--- src/rtl/divider_pkg.sv ---
// Shared widths, latency and result-bus layout for the pipelined signed divider.
package divider_pkg;

  localparam int DIVIDEND_W = 32;
  localparam int DIVISOR_W  = 24;
  localparam int PREM_W     = DIVISOR_W + 1;
  localparam int DOUT_W     = DIVIDEND_W + DIVISOR_W;
  localparam int LATENCY    = DIVIDEND_W + 2;

  localparam int QUOT_MSB = DOUT_W - 1;
  localparam int QUOT_LSB = DIVISOR_W;
  localparam int REM_MSB  = DIVISOR_W - 1;
  localparam int REM_LSB  = 0;

  function automatic logic [DOUT_W-1:0] pack_result(
    input logic [DIVIDEND_W-1:0] quot,
    input logic [DIVISOR_W-1:0]  rem
  );
    logic [DOUT_W-1:0] res;
    res                    = '0;
    res[QUOT_MSB:QUOT_LSB] = quot;
    res[REM_MSB:REM_LSB]   = rem;
    return res;
  endfunction

endpackage

--- src/rtl/div_stage.sv ---
// One registered restoring-division iteration: shift in a dividend bit, subtract if it fits.
module div_stage
  import divider_pkg::*;
(
  input  logic                 clk,
  input  logic [PREM_W-1:0]    prem_i,
  input  logic [DIVISOR_W-1:0] dvsr_i,
  input  logic                 bit_i,
  output logic [PREM_W-1:0]    prem_o,
  output logic                 qbit_o
);

  logic [PREM_W-1:0] trial;
  logic [PREM_W-1:0] diff;
  logic [PREM_W-1:0] prem_d;
  logic              ge;

  // The incoming remainder is always below the divisor, so its top bit only
  // matters for a zero divisor, whose result is discarded downstream anyway.
  always_comb begin
    trial  = {prem_i[PREM_W-2:0], bit_i};
    diff   = trial - {1'b0, dvsr_i};
    ge     = prem_i[PREM_W-1] | (trial >= {1'b0, dvsr_i});
    prem_d = ge ? diff : trial;
  end

  always_ff @(posedge clk) begin
    prem_o <= prem_d;
    qbit_o <= ge;
  end

endmodule

--- src/rtl/stream_divider.sv ---
// Fully pipelined signed 32/24 divider, one result per clock, AXI4-Stream style ports.
module stream_divider
  import divider_pkg::*;
(
  input  logic                  aclk,
  input  logic                  rst,
  input  logic                  s_axis_divisor_tvalid,
  output logic                  s_axis_divisor_tready,
  input  logic [DIVISOR_W-1:0]  s_axis_divisor_tdata,
  input  logic                  s_axis_dividend_tvalid,
  output logic                  s_axis_dividend_tready,
  input  logic [DIVIDEND_W-1:0] s_axis_dividend_tdata,
  output logic                  m_axis_dout_tvalid,
  output logic [DOUT_W-1:0]     m_axis_dout_tdata
);

  logic accept;

  assign s_axis_divisor_tready  = ~rst;
  assign s_axis_dividend_tready = ~rst;
  assign accept = ~rst & s_axis_divisor_tvalid & s_axis_dividend_tvalid;

  // Stage 0: operand magnitudes and result signs
  logic [DIVIDEND_W-1:0] dvnd_mag_d;
  logic [DIVISOR_W-1:0]  dvsr_mag_d;

  always_comb begin
    dvnd_mag_d = s_axis_dividend_tdata[DIVIDEND_W-1] ? -s_axis_dividend_tdata
                                                     :  s_axis_dividend_tdata;
    dvsr_mag_d = s_axis_divisor_tdata[DIVISOR_W-1] ? -s_axis_divisor_tdata
                                                   :  s_axis_divisor_tdata;
  end

  logic [DIVIDEND_W-1:0] dvnd_q [0:DIVIDEND_W-1];
  logic [DIVISOR_W-1:0]  dvsr_q [0:DIVIDEND_W-1];
  logic                  qneg_q [0:DIVIDEND_W];
  logic                  rneg_q [0:DIVIDEND_W];
  logic                  zero_q [0:DIVIDEND_W];
  logic [PREM_W-1:0]     prem_w [0:DIVIDEND_W];
  logic                  qbit_w [1:DIVIDEND_W];
  logic [DIVIDEND_W-2:0] qacc_q [2:DIVIDEND_W];

  always_ff @(posedge aclk) begin
    dvnd_q[0] <= dvnd_mag_d;
    dvsr_q[0] <= dvsr_mag_d;
    qneg_q[0] <= s_axis_dividend_tdata[DIVIDEND_W-1] ^ s_axis_divisor_tdata[DIVISOR_W-1];
    rneg_q[0] <= s_axis_dividend_tdata[DIVIDEND_W-1];
    zero_q[0] <= (s_axis_divisor_tdata == '0);
  end

  assign prem_w[0] = '0;

  generate
    for (genvar gi = 0; gi < DIVIDEND_W; gi++) begin : g_stage
      div_stage u_stage (
        .clk    (aclk),
        .prem_i (prem_w[gi]),
        .dvsr_i (dvsr_q[gi]),
        .bit_i  (dvnd_q[gi][DIVIDEND_W-1-gi]),
        .prem_o (prem_w[gi+1]),
        .qbit_o (qbit_w[gi+1])
      );

      always_ff @(posedge aclk) begin
        qneg_q[gi+1] <= qneg_q[gi];
        rneg_q[gi+1] <= rneg_q[gi];
        zero_q[gi+1] <= zero_q[gi];
      end

      if (gi < DIVIDEND_W - 1) begin : g_operands
        always_ff @(posedge aclk) begin
          dvnd_q[gi+1] <= dvnd_q[gi];
          dvsr_q[gi+1] <= dvsr_q[gi];
        end
      end

      // Quotient bits arrive MSB first and are collected one stage behind.
      if (gi == 1) begin : g_qacc_first
        always_ff @(posedge aclk) begin
          qacc_q[2] <= {{(DIVIDEND_W-2){1'b0}}, qbit_w[1]};
        end
      end else if (gi >= 2) begin : g_qacc
        always_ff @(posedge aclk) begin
          qacc_q[gi+1] <= {qacc_q[gi][DIVIDEND_W-3:0], qbit_w[gi]};
        end
      end
    end
  endgenerate

  // Final stage: apply signs; -2^31 / -1 wraps back to -2^31 naturally.
  logic [DIVIDEND_W-1:0] q_mag;
  logic [DIVISOR_W-1:0]  r_mag;
  logic [DOUT_W-1:0]     res_d;
  logic [DOUT_W-1:0]     res_q;

  always_comb begin
    q_mag = {qacc_q[DIVIDEND_W], qbit_w[DIVIDEND_W]};
    r_mag = prem_w[DIVIDEND_W][DIVISOR_W-1:0];
    res_d = pack_result(qneg_q[DIVIDEND_W] ? -q_mag : q_mag,
                        rneg_q[DIVIDEND_W] ? -r_mag : r_mag);
    if (zero_q[DIVIDEND_W]) begin
      res_d = '0;
    end
  end

  always_ff @(posedge aclk) begin
    res_q <= res_d;
  end

  // The output register loads only on valid so tdata holds between results;
  // the valid chain therefore runs one flop past the data pipeline.
  logic [LATENCY-1:0] vld_q;
  logic               tvalid_q;
  logic [DOUT_W-1:0]  tdata_q;

  always_ff @(posedge aclk) begin
    if (rst) begin
      vld_q    <= '0;
      tvalid_q <= 1'b0;
      tdata_q  <= '0;
    end else begin
      vld_q    <= {vld_q[LATENCY-2:0], accept};
      tvalid_q <= vld_q[LATENCY-1];
      if (vld_q[LATENCY-1]) begin
        tdata_q <= res_q;
      end
    end
  end

  assign m_axis_dout_tvalid = tvalid_q;
  assign m_axis_dout_tdata  = tdata_q;

endmodule

--- config.mk ---
export PLATFORM = sky130hd
export DESIGN_NAME = stream_divider
export DESIGN_NICKNAME = d
export VERILOG_FILES = /design/src/rtl/divider_pkg.sv /design/src/rtl/div_stage.sv /design/src/rtl/stream_divider.sv
export SDC_FILE = /design/constraint.sdc
export NUM_CORES = 2
export LEC_CHECK = 0
export CAP_MARGIN = 40
export CORE_MARGIN = 2
export CORE_UTILIZATION = 40
export DETAILED_ROUTE_END_ITERATION = 8
export SLEW_MARGIN = 15
export SYNTH_ARGS = -nofsm -noshare
export SYNTH_HDL_FRONTEND = slang
export SYNTH_SLANG_ARGS = --single-unit
export TNS_END_PERCENT = 30
--- constraint.sdc ---
create_clock -name aclk -period 7.7 [get_ports aclk]
set_input_delay 1.54 -clock aclk [delete_from_list [all_inputs] [get_ports aclk]]
set_output_delay 1.54 -clock aclk [all_outputs]
set_load 0.005 [all_outputs]
==> impl_metrics.py <==
metrics = {
    "run_status": {
        "outcome": "finished, final reports clean",
    },
    "cts": {
        "cts_buffer_depth": 4,
        "clk_latency_ns": 0.90,
        "htreeDepth": 5,
        "cts_hold_buffers": 0,
        "cts_tree": "done",
        "clk_pin_slew_ns": 0.06,
        "cts_resized": 0,
        "cts_setup_buffers": 0,
        "cts_buffers": 307,
        "clock_sinks": 2869,
        "cts-root-buf": "clkbuf_16",
    },
    "worst_setup_path": {
        "worstPathArrival_ns": 5.06,
        "crit_required_ns": 8.48,
        "end_kind": "register",
        "critical_path_class": "register to register",
        "slowest_delay_ns": 0.64,
        "startpoint_type": "register",
        "slowest_stage": "o31ai_1",
        "path_max_fanout": 27,
        "worstPathCellList": "inv_1 > ha_1 > nor2b_1 > o31a_1 > o31ai_1 > a211oi_1 > o31ai_1 > a21oi_1 > and3b_1 > buf_4 > nor2_1 > mux2_2",
        "crit_path_frequent_cell": "o31ai_1",
    },
    "route": {
        "firstDrtPassIters": 6,
        "drt-initial-drc-count": 4434,
        "wl_um": 254000,
        "avgViaCountPerCell": 5.03,
        "drc": 0,
        "wl_per_cell_um": 16.9,
        "antenna_left": 0,
        "vias": 75600,
    },
    "sta": {
        "period_needed_ns": 4.28,
        "setup_viol": 0,
        "timing.slew.headroom_pct": 30.6,
        "hold_viol_final": 0,
        "tightestPinTransition_ns": 1.01,
        "clock.fmax_ghz": 0.234,
        "rsz0062_at_grt": "no",
        "drv_slew": 0,
        "clock_skew_ns": 0.0517,
        "tns_ns": 0,
        "post-route-period-util_pct": 55.6,
    },
    "logic_synthesis": {
        "synth_ff_type": "dfxtp_1",
        "yosys_register_bits": 2869,
        "ys_seq_area_share_pct": 52.1,
        "ys_types": 90,
        "yosysWarnings": 0,
        "avgSynthCellArea_um2": 10.0,
        "synthCells": 11000,
        "netlist_area_um2": 110000,
        "synth_edf_count": 0,
        "async_flop_share_pct": 0,
        "syn_nets": 11800,
    },
    "floorplan": {
        "rows": 192,
        "die_w_um": 529,
        "start_util_pct": 40.3,
        "die_y_um": 529,
        "die_area_um2": 280000,
        "ios": 119,
        "core_area_um2": 274000,
    },
    "cells_and_area": {
        "drive_gt1_share_pct": 8.39,
        "instances_no_fill": 15000,
        "fin_nets": 12000,
        "syn_to_final_growth_pct": 14.7,
        "nFillCells": 25400,
    },
    "placed_design": {
        "dp.final_hpwl_um": 195000,
        "dpl.cell_count": 14500,
        "port_buffers": 118,
        "gp_routability_congestion": 0.897,
    },
    "power_and_ir_drop": {
        "pwr-share-seq_pct": 36.8,
        "power_frac_comb_pct": 34.9,
        "swShare_pct": 34.1,
        "powerDensity_nw_per_um2": 429,
        "ir_worst_vdd_uv": 225,
        "p_switching_w": 0.0185,
        "p_clk_share_pct": 28.3,
        "p_leak_nw": 56.4,
        "p_int_w": 0.0358,
    },
    "global_route": {
        "grt_max_degree": 60,
        "first_global_vias": 74300,
        "grt_pass1_wl_um": 402000,
        "grt_use_total_pct": 17.7,
        "gr-total-overflow": 0,
        "antenna_found_initial": 12,
    },
    "run": {
        "max-cap-violations": 0,
    },
    "hold_path": {
        "hold_path_class": "register to register",
    },
}
==> cell usage in the layout (no fill, tap or decap), types with 192 or more instances in the layout <==
cell	instances
dfxtp_1	2867
inv_1	990
a21oi_1	791
ha_1	750
nor2_1	731
nand2_1	636
o21ai_0	598
xnor2_1	414
a21o_1	333
clkbuf_16	309
mux2_2	294
xor2_1	268
nand3_1	192
==> final timing paths <==
check	start	end	slack [ns]	cells past startpoint
setup / recovery	dvsr_q[4][25]$_DFF_P_	g_stage[9].u_stage.prem_o[24]$_DFF_P_	3.42	12
hold / removal	qacc_q[0][789]$_DFF_P_	qacc_q[0][821]$_DFF_P_	0.28	0
setup reg to reg	dvsr_q[4][25]$_DFF_P_	g_stage[9].u_stage.prem_o[24]$_DFF_P_	3.42	12
hold reg to reg	qacc_q[0][789]$_DFF_P_	qacc_q[0][821]$_DFF_P_	0.28	0
==> stage by stage <==
stage                     total power [W]  hold WS [ns]  cell area, um2  setup slack, ns  util (%)
final                              0.0543         0.279          126000             3.42      46.2
after floorplan                    0.0342         0.310          110000             3.67         -
after global routing               0.0579         0.279          126000             3.16      46.2
after CTS                          0.0547         0.280          126000             3.57      46.2
after detailed placement           0.0390         0.312          116000             3.02      42.2
after global placement             0.0387         0.310          115000             2.93      42.1
==> state kept, by name, summed over array words and instances, names as in the netlist, 34 cells and up <==
name,count
dvnd_q,528
dvsr_q,768
g_stage.u_stage.prem_o,799
m_axis_dout_tdata,56
qacc_q,496
res_q,56
vld_q,34
==> layout make-up <==
class	instances	area, um2	area share [%]
flip-flops and latches	2869	57400	45.4
multi-input cells	6870	48300	38.2
clock buffers	412	8700	6.88
well taps	3589	4490	3.55
inverters	994	3730	2.95
clock inverters	145	2110	1.67
repair buffers	163	1610	1.28
diodes	3	7.51	0.00594
==> critical path: cells and delay by family, from the launching register on <==
family	cells	cell delay, ns
AO/OA/AOI/OAI	5	1.98
AND/OR/NAND/NOR	3	0.80
adder cells (fa/ha/maj)	1	0.31
flip-flops	1	0.38
buffers and inverters	2	0.43
multiplexers	1	0.26
==> metal layers <==
metal  up-vias  GRT usage, %  routed length (um)
met3       474          2.35               10800
met2      1628          29.6              117000
met1     35300          23.2              118000
met4         0          6.54                8780
met5         -             0                   0
li1      38300             -                   -
==> cells by family after synthesis <==
group                    share of synthesized area, %
buffers and inverters                            4.26
flip-flops                                       52.1
multiplexers                                     3.84
AND/OR/NAND/NOR                                  10.8
AO/OA/AOI/OAI                                    14.5
adder cells (fa/ha/maj)                          9.08
XOR/XNOR                                         5.42
==> Yosys cell counts, types with 41 or more instances <==
master    number  area (um2)
nor3_1       169         846
nor2b_1      146         913
nand2b_1     100         626
o211ai_1      41         308
o21bai_1      88         661
xnor2_1      414        3630
mux2_2       294        3310
ha_1         750        9380
a21o_1       333        2500
mux2i_1       92         921
a31oi_1       79         494
or3_1         71         444
xor2_1       268        2350
and3_1        83         519
nand4_1      115         719
a211oi_1      65         488
nand3_1      192         961
dfxtp_1     2869       57400
nand2_1      636        2390
o21ai_0      599        3000
o31ai_1       96         721
nor2_1       732        2750
inv_1        990        3720
o21a_1       110         826
clkbuf_1     193         724
a21oi_1      796        3980
==> power by group through the flow <==
stage                     clock network [W]  registers [W]  logic [W]
after floorplan                           0         0.0193     0.0148
after global placement                    0         0.0203     0.0184
final                                0.0154         0.0200     0.0190
after global routing                 0.0164         0.0203     0.0212
after detailed placement                  0         0.0203     0.0187
after CTS                            0.0158         0.0200     0.0188
No activity file was read; power rests on OpenSTA's default activity.
